--- src/rtl/psum_drain_ctrl_pkg.sv ---
// rtl/psum_drain_ctrl_pkg.sv - shared drain FSM encodings and kernel packing constants
package psum_drain_ctrl_pkg;

  localparam logic [2:0] ST_IDLE  = 3'd0;
  localparam logic [2:0] ST_SETUP = 3'd1;
  localparam logic [2:0] ST_READ  = 3'd2;
  localparam logic [2:0] ST_FLUSH = 3'd3;
  localparam logic [2:0] ST_DONE  = 3'd4;

  // Kernels packed into one psum memory word (4 x 8 bit).
  localparam int KN_PER_WORD = 4;

endpackage

--- src/rtl/psum_drain_ctrl_fifo.sv ---
// rtl/psum_drain_ctrl_fifo.sv - first-word-fall-through synchronous FIFO (module sync_fifo_fwft)
module sync_fifo_fwft #(
  parameter int DATA_WIDTH = 32,
  parameter int FIFO_DEPTH = 4
) (
  input  logic                            clk,
  input  logic                            rst,
  input  logic                            push,
  input  logic                            pop,
  input  logic [DATA_WIDTH-1:0]           din,
  output logic [DATA_WIDTH-1:0]           dout,
  output logic [$clog2(FIFO_DEPTH):0]     count,
  output logic                            empty,
  output logic                            full
);

  localparam int PW = $clog2(FIFO_DEPTH);

  logic [DATA_WIDTH-1:0] mem_q [FIFO_DEPTH];
  logic [PW-1:0]         wr_ptr_q;
  logic [PW-1:0]         rd_ptr_q;
  logic [PW:0]           count_q;
  logic [PW:0]           count_d;
  logic                  do_push;
  logic                  do_pop;

  assign empty   = (count_q == '0);
  assign full    = (count_q == (PW+1)'(FIFO_DEPTH));
  assign do_pop  = pop && !empty;
  // A pop in the same cycle frees the slot being written.
  assign do_push = push && (!full || do_pop);
  assign dout    = mem_q[rd_ptr_q];
  assign count   = count_q;

  always_comb begin
    count_d = count_q;
    if (do_push && !do_pop) begin
      count_d = count_q + (PW+1)'(1);
    end else if (!do_push && do_pop) begin
      count_d = count_q - (PW+1)'(1);
    end
  end

  always_ff @(posedge clk) begin
    if (!rst) begin
      wr_ptr_q <= '0;
      rd_ptr_q <= '0;
      count_q  <= '0;
    end else begin
      if (do_push) begin
        mem_q[wr_ptr_q] <= din;
        wr_ptr_q        <= wr_ptr_q + PW'(1);
      end
      if (do_pop) begin
        rd_ptr_q <= rd_ptr_q + PW'(1);
      end
      count_q <= count_d;
    end
  end

endmodule

--- src/rtl/psum_drain_ctrl.sv ---
// rtl/psum_drain_ctrl.sv - walks the psum memory from address 0 and streams every packed word out
module psum_drain_ctrl
  import psum_drain_ctrl_pkg::*;
#(
  parameter int DATA_WIDTH = 32,
  parameter int ADDR_WIDTH = 32,
  parameter int REG_WIDTH  = 32,
  parameter int MEM_DELAY  = 1,
  parameter int FIFO_DEPTH = 4
) (
  input  logic                  clk,
  input  logic                  rst,
  input  logic                  i_start,
  input  logic [REG_WIDTH-1:0]  i_conf_outputsize,
  input  logic [REG_WIDTH-1:0]  i_conf_kernelshape,
  output logic [ADDR_WIDTH-1:0] mem_radd,
  output logic                  mem_rden,
  input  logic [DATA_WIDTH-1:0] mem_odat,
  input  logic                  mem_ovld,
  output logic [DATA_WIDTH-1:0] o_dat,
  output logic                  o_vld,
  output logic                  o_last,
  input  logic                  i_rdy,
  output logic                  o_busy,
  output logic                  o_done,
  output logic [REG_WIDTH-1:0]  dbg_drain_rd_addr,
  output logic [REG_WIDTH-1:0]  dbg_drain_out_cnt
);

  localparam int CW = $clog2(FIFO_DEPTH) + 1;

  logic [2:0]            state_q, state_d;
  logic [REG_WIDTH-1:0]  total_q, total_d;
  logic [REG_WIDTH-1:0]  rd_cnt_q, rd_cnt_d;
  logic [REG_WIDTH-1:0]  out_cnt_q, out_cnt_d;
  logic [CW-1:0]         inflight_q, inflight_d;

  logic [CW-1:0]         fifo_count;
  logic                  fifo_empty;
  logic                  fifo_full;
  logic [DATA_WIDTH-1:0] fifo_dout;
  logic [CW:0]           credits_used;
  logic [REG_WIDTH-1:0]  osize_p1;
  logic [REG_WIDTH-1:0]  groups;
  logic                  issue;
  logic                  push;
  logic                  pop;
  logic                  unused_sig;

  assign osize_p1 = i_conf_outputsize + REG_WIDTH'(1);
  assign groups   = REG_WIDTH'(i_conf_kernelshape[31:16] >> $clog2(KN_PER_WORD));

  // Buffered plus in-flight words never exceed the FIFO, so a returning read always has a slot.
  assign credits_used = {1'b0, fifo_count} + {1'b0, inflight_q};
  assign issue = (state_q == ST_READ) && (credits_used < (CW+1)'(FIFO_DEPTH))
                 && (rd_cnt_q < total_q);

  // Read data with nothing outstanding is stale (e.g. issued before a reset) and is dropped.
  assign push  = mem_ovld && (inflight_q != '0);
  assign pop   = !fifo_empty && i_rdy;

  assign mem_rden          = issue;
  assign mem_radd          = ADDR_WIDTH'(rd_cnt_q);
  assign o_vld             = !fifo_empty;
  assign o_dat             = o_vld ? fifo_dout : '0;
  assign o_last            = o_vld && (out_cnt_q == total_q - REG_WIDTH'(1));
  assign o_busy            = (state_q == ST_SETUP) || (state_q == ST_READ) || (state_q == ST_FLUSH);
  assign o_done            = (state_q == ST_DONE);
  assign dbg_drain_rd_addr = rd_cnt_q;
  assign dbg_drain_out_cnt = out_cnt_q;
  assign unused_sig        = ^{i_conf_kernelshape[15:0], fifo_full};

  always_comb begin
    state_d    = state_q;
    total_d    = total_q;
    rd_cnt_d   = rd_cnt_q;
    out_cnt_d  = out_cnt_q;
    inflight_d = inflight_q;

    if (issue) rd_cnt_d = rd_cnt_q + REG_WIDTH'(1);
    if (pop)   out_cnt_d = out_cnt_q + REG_WIDTH'(1);

    case ({issue, push})
      2'b10:   inflight_d = inflight_q + CW'(1);
      2'b01:   inflight_d = inflight_q - CW'(1);
      default: inflight_d = inflight_q;
    endcase

    case (state_q)
      ST_IDLE: begin
        if (i_start) state_d = ST_SETUP;
      end
      ST_SETUP: begin
        total_d   = osize_p1 * groups;
        rd_cnt_d  = '0;
        out_cnt_d = '0;
        state_d   = (total_d == '0) ? ST_DONE : ST_READ;
      end
      ST_READ: begin
        if (issue && (rd_cnt_q == total_q - REG_WIDTH'(1))) state_d = ST_FLUSH;
      end
      ST_FLUSH: begin
        if (pop && o_last) state_d = ST_DONE;
      end
      ST_DONE: begin
        if (i_start) state_d = ST_SETUP;
      end
      default: state_d = ST_IDLE;
    endcase
  end

  always_ff @(posedge clk) begin
    if (!rst) begin
      state_q    <= ST_IDLE;
      total_q    <= '0;
      rd_cnt_q   <= '0;
      out_cnt_q  <= '0;
      inflight_q <= '0;
    end else begin
      state_q    <= state_d;
      total_q    <= total_d;
      rd_cnt_q   <= rd_cnt_d;
      out_cnt_q  <= out_cnt_d;
      inflight_q <= inflight_d;
    end
  end

  always @(posedge clk) begin
    if (rst && mem_ovld) begin
      assert (inflight_q != '0) else $error("mem_ovld with no read in flight");
    end
  end

  sync_fifo_fwft #(
    .DATA_WIDTH (DATA_WIDTH),
    .FIFO_DEPTH (FIFO_DEPTH)
  ) u_fifo (
    .clk   (clk),
    .rst   (rst),
    .push  (push),
    .pop   (pop),
    .din   (mem_odat),
    .dout  (fifo_dout),
    .count (fifo_count),
    .empty (fifo_empty),
    .full  (fifo_full)
  );

endmodule

--- config.mk ---
export PLATFORM = sky130hd
export DESIGN_NAME = psum_drain_ctrl
export DESIGN_NICKNAME = d
export VERILOG_FILES = /design/src/rtl/psum_drain_ctrl_pkg.sv /design/src/rtl/psum_drain_ctrl_fifo.sv /design/src/rtl/psum_drain_ctrl.sv
export SDC_FILE = /design/constraint.sdc
export NUM_CORES = 1
export LEC_CHECK = 0
export CAP_MARGIN = 20
export CORE_ASPECT_RATIO = 1.4
export CORE_MARGIN = 2
export CORE_UTILIZATION = 35
export CTS_CLUSTER_SIZE = 40
export DETAILED_ROUTE_END_ITERATION = 12
export GPL_ROUTABILITY_DRIVEN = 0
export PLACE_DENSITY = 0.54
export SYNTH_ARGS = -nofsm -noshare
export SYNTH_HDL_FRONTEND = slang
export SYNTH_SLANG_ARGS = --single-unit
--- constraint.sdc ---
create_clock -name clk -period 14.8 [get_ports clk]
set_clock_uncertainty 0.05 [all_clocks]
set_input_delay 2.96 -clock clk [delete_from_list [all_inputs] [get_ports clk]]
set_output_delay 2.96 -clock clk [all_outputs]
set_load 0.02 [all_outputs]
==> results.md <==
* Iter 0 DRT Violations at 1005
* WL/cell at 19.9 µm
* Seq/Total Area, Yosys at 26.2%
* Final Hold Fails at 0
* Worst slew pin tran at 1.15 ns
* Critical path's top delay family: adder cells
* Synth area leader: fa_1
* CP Class: primary input to flop
* Final setup violation count at 0
* Crit-path slowest cell: clkdlybuf4s50_1
* Initial antenna violation count at 0
* Clock buffer depth at 3
* Max incr delay on CP at 0.96 ns
* Worst Setup End Kind: flop
* Mapped Cells at 2371
* FP Rows at 111
* Io pins at 234
* Ant diodes at 0
* Syn-to-layout area delta at 15.7%
* RSZ-0062 raised after global routing: false
* Outcome: complete, no violations
* Pin count of the biggest net entering global routing at 55
* Avg Inst Size Synth at 9.75 µm²
* Fraction of layout cells with a size suffix above 1 at 6.09%
* Die X at 221 µm
* Mapped Nets at 2849
* Setup bufs post-CTS at 0
* Post-synth EDFFs at 128
* Share of synthesized registers carrying an async set or reset at 0%
* Relative max-transition margin at 22.9%
* CTS H-tree depth at 1
* Port bufs at 215
* Vias in the first global route at 18923
* Crit-path max FO at 18
* Gr usage total at 19.4%
* Setup TNS at 0 ns
* Fin. max-slew vios at 0
* Vias per cell at 5.34
* Grt total ovfl at 0
* Synthesized area at 23100 µm²
* Syn. warnings at 0
* DP Area at 26000 µm²
* First-pass GRT wire length at 105000 µm
* DP HPWL at 50600 µm
* Worst path bufs/invs at 4
* Initial Util at 35.3%
* Die area at 68200 µm²
* Num CTS Buffers at 23
* Post-Route WL at 66900 µm
* Synth area leaders: fa_1 24%, edfxtp_1 17%, dfxtp_1 9.6%
* Fmax at 84.0 MHz
* Vias at 17958
* Yosys top cell area share at 23.7%
* Height of the die at 308 µm
* TritonRoute pass-1 iters at 7
* Residual DRC at 0
* CP most frequent cell: fa_1
* Worst-skew pair later-pin latency at 0.55 ns
* Core Area at 65400 µm²
* Worst hold path class: flop to flop
* Root buffer cell: clkbuf_16
* Fillers at 6436
* Top FF cell, synth: edfxtp_1
* CTS tree: done
* CTS-repair resized insts at 0
* Period minus WS final at 11.90 ns
* Clock transition at the registers of the reported paths at 0.06 ns
* CTS sink cnt at 239
* NumNets Final at 2977
* Final period utilization at 80.4%
* Hold_buf cts at 0
* CP Data Required Time at 15.13 ns
* Seq cells post-synth at 239
* MaxCap Viol Count at 0
* Crit path DAT at 12.23 ns
* Design area at 26800 µm²
* Detail Route Antenna Nets at 0
* Cell variety after synth at 76
* Startpoint types: primary input
[stage by stage]
stage | util [%] | std cells | worst slack (ns) | hold slack, ns
4_1_cts | 40.9 | 3359 | 2.90 | 0.457
3_3_place_gp | 39.8 | 3320 | 2.43 | 0.434
2_1_floorplan | - | 2371 | 4.65 | 0.400
5_1_grt | 40.9 | 3360 | 2.44 | 0.482
6_report | 40.9 | 3360 | 2.90 | 0.447
3_5_place_dp | 39.8 | 3320 | 2.36 | 0.449
[routing by layer]
metal	vias up	GRT usage [%]	routed length, µm
met5	-	0	0
met1	9039	22.3	25900
met4	0	9.12	3200
met2	576	36.5	35100
met3	151	1.41	2660
li1	8192	-	-
[final cells by class]
type,count,area [µm²],share of cell area (%)
well taps,847,1060,3.96
multi-input cells,1783,15700,58.7
clock buffers,26,587,2.19
flip-flops and latches,239,6070,22.7
inverters,195,732,2.74
repair buffers,257,2480,9.29
clock inverters,13,125,0.468
[layout by cell type, fill, tap and decap left out, types with 98 or more instances in the layout]
cell             instances
nand2_1                384
fa_1                   274
clkdlybuf4s50_1        215
inv_1                  194
edfxtp_1               128
nor2_1                 119
dfxtp_1                110
and2_1                 105
ha_1                   103
xnor2_1                 98
[Yosys cell counts (6+ instances only)]
library cell / count
and4_1: 12
o31ai_1: 18
nand2_1: 385
o2111ai_1: 7
nor4_1: 28
buf_4: 32
nand3_1: 52
buf_1: 11
a21oi_1: 84
or3_1: 21
a31oi_1: 21
dfxtp_1: 111
nor3b_1: 13
a21o_1: 21
nor3_1: 30
nand2b_1: 13
nand4_1: 38
and3_1: 26
clkbuf_1: 106
mux2i_1: 14
nor2_1: 119
edfxtp_1: 128
fa_1: 274
mux4_2: 32
and2_1: 105
o21ai_0: 28
o21a_1: 9
xor2_1: 77
inv_1: 194
or4_1: 17
xnor3_1: 6
o211ai_1: 6
o21bai_1: 8
a31o_2: 10
ha_1: 103
nor4b_1: 7
xnor2_1: 107
nor2b_1: 29
a211oi_1: 10
[worst reg2reg max path, delay by kind of cell (launching register included)]
kind | cells | cell delay [ns]
compound gates | 9 | 1.74
xor+xnor | 1 | 0.08
fa+ha+maj | 3 | 0.85
buf+inv | 1 | 0.07
flops | 1 | 0.61
simple gates | 2 | 0.65
[kinds of logic (layout without fill, tap and decap cells)]
logic type	after synthesis	after routing	synth area share [%]
simple gates	915	915	19.6
fa+ha+maj	377	377	29.3
buf+inv	349	491	6.24
compound gates	254	254	7.29
flops	239	239	26.2
xor+xnor	191	191	7.62
mux	46	46	3.72
[registers in the layout (all words and copies together), names as in the netlist, named ones only]
signal / count
dbg_drain_out_cnt: 32
dbg_drain_rd_addr: 32
inflight_q: 3
state_q: 3
total_q: 32
u_fifo.count: 3
u_fifo.mem_q: 128
u_fifo.rd_ptr_q: 2
u_fifo.wr_ptr_q: 2
[path summary, 6_finish.rpt]
| check | from | end | slack (ns) | cells after the start |
|---|---|---|---|---|
| max | i_conf_outputsize[0] | state_q[1]$_SDFFE_PN0P_ | 2.90 | 27 |
| min | total_q[1]$_SDFFE_PN0N_ | total_q[1]$_SDFFE_PN0N_ | 0.45 | 2 |
| max reg2reg | dbg_drain_rd_addr[17]$_SDFFE_PP0P_ | inflight_q[2]$_SDFFE_PN0P_ | 10.67 | 16 |
| min reg2reg | total_q[1]$_SDFFE_PN0N_ | total_q[1]$_SDFFE_PN0N_ | 0.45 | 2 |
Power is not shown: default switching activity piles up to over one toggle a cycle in this logic, so the estimate is an artifact.
